==> config.mk <==
export PLATFORM = sky130hd
export DESIGN_NAME = delta_sigma_mod2
export DESIGN_NICKNAME = d
export VERILOG_FILES = /design/src/rtl/delta_sigma_mod2.sv
export SDC_FILE = /design/constraint.sdc
export NUM_CORES = 1
export LEC_CHECK = 0
export ABC_AREA = 1
export CORE_ASPECT_RATIO = 1.25
export CORE_MARGIN = 2
export CORE_UTILIZATION = 50
export DETAILED_ROUTE_END_ITERATION = 12
export DONT_BUFFER_PORTS = 1
export PLACE_DENSITY = 0.72
export SYNTH_ARGS = -nofsm -noshare
export SYNTH_HDL_FRONTEND = slang
export SYNTH_SLANG_ARGS = --single-unit
==> constraint.sdc <==
create_clock -name clock -period 4.07 [get_ports clock]
set_clock_uncertainty 0.05 [all_clocks]
set_input_delay 0 -clock clock [delete_from_list [all_inputs] [get_ports clock]]
set_output_delay 0 -clock clock [all_outputs]
set_load 0.05 [all_outputs]
==> src/rtl/delta_sigma_mod2.sv <==
// delta_sigma_mod2: 2nd-order 1-bit delta-sigma modulator with overload recovery.
// Define DSM_DITHER_EN to add 16-bit LFSR dither in front of the quantizer.
module delta_sigma_mod2 #(
  parameter int INT_W       = 24,
  parameter int OVL_LIMIT   = 64,
  parameter int QUIET_CYC   = 16,
  parameter int RECOVER_CYC = 16
) (
  input  logic        clock,
  input  logic        reset,
  input  logic        en_i,
  input  logic [19:0] mix_i,
  input  logic        clr_ovl_i,
  output logic        bit_o,
  output logic        ovl_o,
  output logic        recov_o
);

  localparam int SW = INT_W + 2;
  localparam int CW = $clog2(OVL_LIMIT + 1);
  localparam int QW = $clog2(QUIET_CYC + 1);
  localparam int RW = $clog2(RECOVER_CYC + 1);

  localparam logic signed [SW-1:0] FS =
    {{(SW-20){1'b0}}, 20'h80000};
  localparam logic signed [SW-1:0] NFS =
    {{(SW-20){1'b1}}, 20'h80000};
  localparam logic signed [SW-1:0] MAXV =
    {3'b000, {(INT_W-1){1'b1}}};
  localparam logic signed [SW-1:0] MINV =
    {3'b111, {(INT_W-1){1'b0}}};
  localparam logic [INT_W-1:0] MAXI =
    {1'b0, {(INT_W-1){1'b1}}};
  localparam logic [INT_W-1:0] MINI =
    {1'b1, {(INT_W-1){1'b0}}};

  typedef enum logic {
    RUN,
    RECOVER
  } st_e;

  st_e st_q, st_d;

  logic [INT_W-1:0] i1, i2;
  logic [INT_W-1:0] i1_d, i2_d;
  logic [CW-1:0]    sat_cnt, sat_d;
  logic [QW-1:0]    q_cnt, q_d;
  logic [RW-1:0]    rc, rc_d;
  logic             bit_d, ovl_d;

  logic signed [SW-1:0] dith;

`ifdef DSM_DITHER_EN
  logic [15:0] lfsr;

  always_ff @(posedge clock or negedge reset) begin
    if (!reset) begin
      lfsr <= 16'hACE1;
    end else if (en_i) begin
      lfsr <= {lfsr[14:0],
               lfsr[15] ^ lfsr[13] ^ lfsr[12] ^ lfsr[10]};
    end
  end

  assign dith = {{(SW-4){lfsr[3]}}, lfsr[3:0]};
`else
  assign dith = '0;
`endif

  logic signed [SW-1:0] x, fb, i1_w, i2_w;
  logic signed [SW-1:0] qs, e1, e2, s1, s2;
  logic y, hi1, lo1, hi2, lo2, ev;

  always_comb begin
    x    = {{(SW-20){mix_i[19]}}, mix_i};
    i1_w = {{2{i1[INT_W-1]}}, i1};
    i2_w = {{2{i2[INT_W-1]}}, i2};
    qs   = i2_w + dith;
    y    = (qs >= 0);
    fb   = y ? FS : NFS;
    e1   = (x - fb) >>> 1;
    e2   = (i1_w - fb) >>> 1;
    s1   = i1_w + e1;
    s2   = i2_w + e2;
    hi1  = (s1 > MAXV);
    lo1  = (s1 < MINV);
    hi2  = (s2 > MAXV);
    lo2  = (s2 < MINV);
    ev   = hi1 | lo1 | hi2 | lo2;
  end

  always_comb begin
    st_d  = st_q;
    i1_d  = i1;
    i2_d  = i2;
    sat_d = sat_cnt;
    q_d   = q_cnt;
    rc_d  = rc;
    bit_d = bit_o;
    ovl_d = ovl_o;
    if (en_i) begin
      if (clr_ovl_i) ovl_d = 1'b0;
      unique case (1'b1)
        (st_q == RUN): begin
          bit_d = y;
          if (ev && sat_cnt == CW'(OVL_LIMIT - 1)) begin
            st_d  = RECOVER;
            i1_d  = '0;
            i2_d  = '0;
            sat_d = '0;
            q_d   = '0;
            rc_d  = '0;
            ovl_d = 1'b1;
          end else begin
            i1_d = hi1 ? MAXI : lo1 ? MINI : s1[INT_W-1:0];
            i2_d = hi2 ? MAXI : lo2 ? MINI : s2[INT_W-1:0];
            // a quiet run of QUIET_CYC cycles forgets old events
            if (ev) begin
              sat_d = sat_cnt + CW'(1);
              q_d   = '0;
            end else if (q_cnt == QW'(QUIET_CYC - 1)) begin
              sat_d = '0;
              q_d   = '0;
            end else begin
              q_d = q_cnt + QW'(1);
            end
          end
        end
        (st_q == RECOVER): begin
          i1_d = '0;
          i2_d = '0;
          if (rc == RW'(RECOVER_CYC)) begin
            st_d = RUN;
            rc_d = '0;
          end else begin
            bit_d = ~rc[0];
            rc_d  = rc + RW'(1);
          end
        end
        default: ;
      endcase
    end
  end

  always_ff @(posedge clock or negedge reset) begin
    if (!reset) begin
      st_q    <= RUN;
      i1      <= '0;
      i2      <= '0;
      sat_cnt <= '0;
      q_cnt   <= '0;
      rc      <= '0;
      bit_o   <= 1'b0;
      ovl_o   <= 1'b0;
    end else begin
      st_q    <= st_d;
      i1      <= i1_d;
      i2      <= i2_d;
      sat_cnt <= sat_d;
      q_cnt   <= q_d;
      rc      <= rc_d;
      bit_o   <= bit_d;
      ovl_o   <= ovl_d;
    end
  end

  assign recov_o = (st_q == RECOVER);

endmodule
==> impl_results.md <==
- Vias: roughly 6000
- Avg WL per Cell: about 13 um
- N_diodes: 0
- Die ar.: approximately 14000 um2
- Mapped Cells: 988
- CTS H-tree lvls: 3
- Routed wire length: 15700 um
- I/O pin total: 27
- Num CTS Buffers: 9
- Actual slew at the worst max-slew pin: ~0.67 ns
- Arr. time, crit path: around 4.0 ns
- Routability Congestion: around 0.96
- Placed cells: roughly 1100
- Hpwl dp: ~12000 um
- CORE AREA: 12700 um2
- Worst setup EP type: flop
- Max-slew violation count: 0
- Clock Sinks: roughly 70
- Maximum fanout along the worst path: 23
- Max-Cap Viols: 0
- Synth Register Bits: 68
- Fillers: about 1200
- Drt drc: 0
- Final Instance Count excl. Fillers: 1170
- Initial antenna violation count: 0
- CTS tree: done
- CP Class: reg -> reg
- Most frequent cells in the layout: nand2_1, inv_1, nor2_1
- Synth-to-layout area growth: 9.22%
- Commonest non-fill, non-tap cell in the layout: nand2_1
- Syn Area/Cell: about 6.6 um2
- WP data required: approximately 4.3 ns
- First-pass GRT wire length: roughly 26000 um
- Root Driver: clkbuf_16
- Status: completed
- Antenna Nets Post-Route: 0
- Startpoint Class: flop
- Grt total ovfl: 0
- Setup-violating endpoint count in the final report: 0
- Iteration-0 DRC Markers: between 200 and 300
- Layout cells sized above 1: 0.0679
- Hold Path Class: in -> reg
- Synth warn: 0
- Via/cell ratio: 5.12
- Reg clk slew, reported paths: around 0.05 ns
- TritonRoute pass-1 iters: 5
- Number of global-route vias before repair: ~5800
- Rows: 46
- Final worst-path cycle share: 0.935
- Hold Fails Final Rpt: 0
- Slew headroom: 0.552
- Worst-Skew Late Latency: around 0.34 ns
- Fin nets: around 1100
- Mapped Nets: between 1000 and 1500
- Die X: 106 um
- Sequential fraction of the synthesis area: 0.263
- Synthesized area: about 6500 um2
- Minimum clock period: between 3 and 4 ns
- CTS max path bufs: 2
- Synth unique cells: about 40
- Hold WS: 0.0114 ns
- Initial Util: 0.511
- Max Fclk: 263 MHz
- Largest net degree at the start of global routing: 69
- Tot GR Track Use: 0.233
- Die H: 131 um
- Buffers on Ports: 0
area by class of cell:
class                      count  area, um2  area share
clock buffer                  15        268      0.0379
clock inverter                 1       30.0     0.00425
inverter                     102        384      0.0543
multi-input combinational    798       4280       0.605
sequential                    68       1700       0.241
tap                          168        210      0.0297
timing repair buffer          18        195      0.0276
synthesized netlist by cell type (all sizes together):
cell type / n / area, um2
ha: 62 / 776
nand2: 415 / 1630
fa: 3 / 60.1
xnor2: 25 / 219
dlygate4sd3: 1 / 10.0
o211a: 1 / 10.0
nor4: 3 / 18.8
o21bai: 7 / 52.6
xor2: 23 / 201
a22oi: 1 / 7.51
a21boi: 1 / 7.51
or2: 4 / 25.0
nor3: 5 / 25.0
dfrtp: 68 / 1700
a21oi: 40 / 200
a211oi: 2 / 15.0
o211ai: 1 / 7.51
a31oi: 5 / 31.3
inv: 101 / 379
clkinv: 1 / 5.00
nand4: 13 / 81.3
a21o: 2 / 15.0
buf: 7 / 65.1
o21ai: 67 / 339
o22ai: 1 / 6.26
a31o: 1 / 8.76
clkbuf: 12 / 45.0
nor2: 85 / 374
nand3: 31 / 160
kinds of logic (layout without fill, tap and decap cells):
| kind of cell | after synthesis | after routing | share of synthesized area |
|---|---|---|---|
| DFF | 68 | 68 | 0.263 |
| adders and majority gates | 65 | 65 | 0.129 |
| buffers and inverters | 122 | 136 | 0.0779 |
| xor gates and xnor gates | 48 | 48 | 0.0649 |
| AOI/OAI and AO/OA | 129 | 129 | 0.108 |
| and+or+nand+nor | 556 | 556 | 0.357 |
per-stage QoR:
stage	TNS (ns)	setup slack, ns	cell area [um2]	util
5_1_grt	-0.0527	-0.0414	7070	0.558
3_3_place_gp	0	0.245	6640	0.524
4_1_cts	0	0.119	7000	0.553
2_1_floorplan	0	0.523	6470	-
3_5_place_dp	0	0.188	6640	0.524
6_report	0	0.263	7070	0.558
per-layer routing:
layer / vias to the layer above / share of wire / track usage / wire [um]
met3: 28 / 0.023 / 0.0347 / 357
li1: 3161 / - / - / -
met1: 2717 / 0.46 / 0.292 / 7140
met4: 0 / 0.022 / 0.0760 / 343
met2: 80 / 0.50 / 0.410 / 7850
met5: - / 0 / 0 / 0
what timing repair did:
item	CTS	global route
hold buffers	5	0
setup endpoints to repair	0	61
resized for setup	0	5
hold endpoints to repair	77	0
buffers inserted	0	4
critical path: stages, from the launching register on:
cell and delay, ns:
dfrtp_1 0.41, ha_1 0.37, nand2_1 0.08, nor2_1 0.05, a211oi_2 0.26, o21bai_1 0.11, o21ai_0 0.15, inv_1 0.07
ha_2 0.40, nand2_1 0.10, nor2_2 0.14, nand2_1 0.09, nor2_2 0.10, nand2_1 0.06, nand2_1 0.06, nor2_1 0.05
nand2_1 0.05, nand2_1 0.06, nand2_2 0.09, inv_2 0.07, nand2_2 0.08, nand2_4 0.08, nor2_8 0.17, nor2_4 0.06
nor2_8 0.13, buf_12 0.19, nand2_1 0.09, o21ai_0 0.09
final timing paths:
| check | startpoint | end | slack, ns | cells past startpoint |
|---|---|---|---|---|
| max reg2reg | i1[21] | i1[19] | 0.26 | 27 |
| min in group asynchronous | reset | i2[7] | 0.14 | 2 |
| max in group asynchronous | reset | i1[20] | 3.51 | 2 |
| min reg2reg | i2[14] | i2[14] | 0.44 | 2 |
| min | mix_i[2] | i1[1] | 0.01 | 5 |
| max | i1[21] | i1[19] | 0.26 | 27 |
registers in the layout, indices dropped and copies added (netlist names):
register	flops
sat_cnt	7
i2	24
i1	24
ovl_o	1
rc	5
q_cnt	5
recov_o	1
bit_o	1
Power is left out: the tool's default activity adds up to more than one toggle a clock period on the data nets, which glitch-free logic cannot reach.
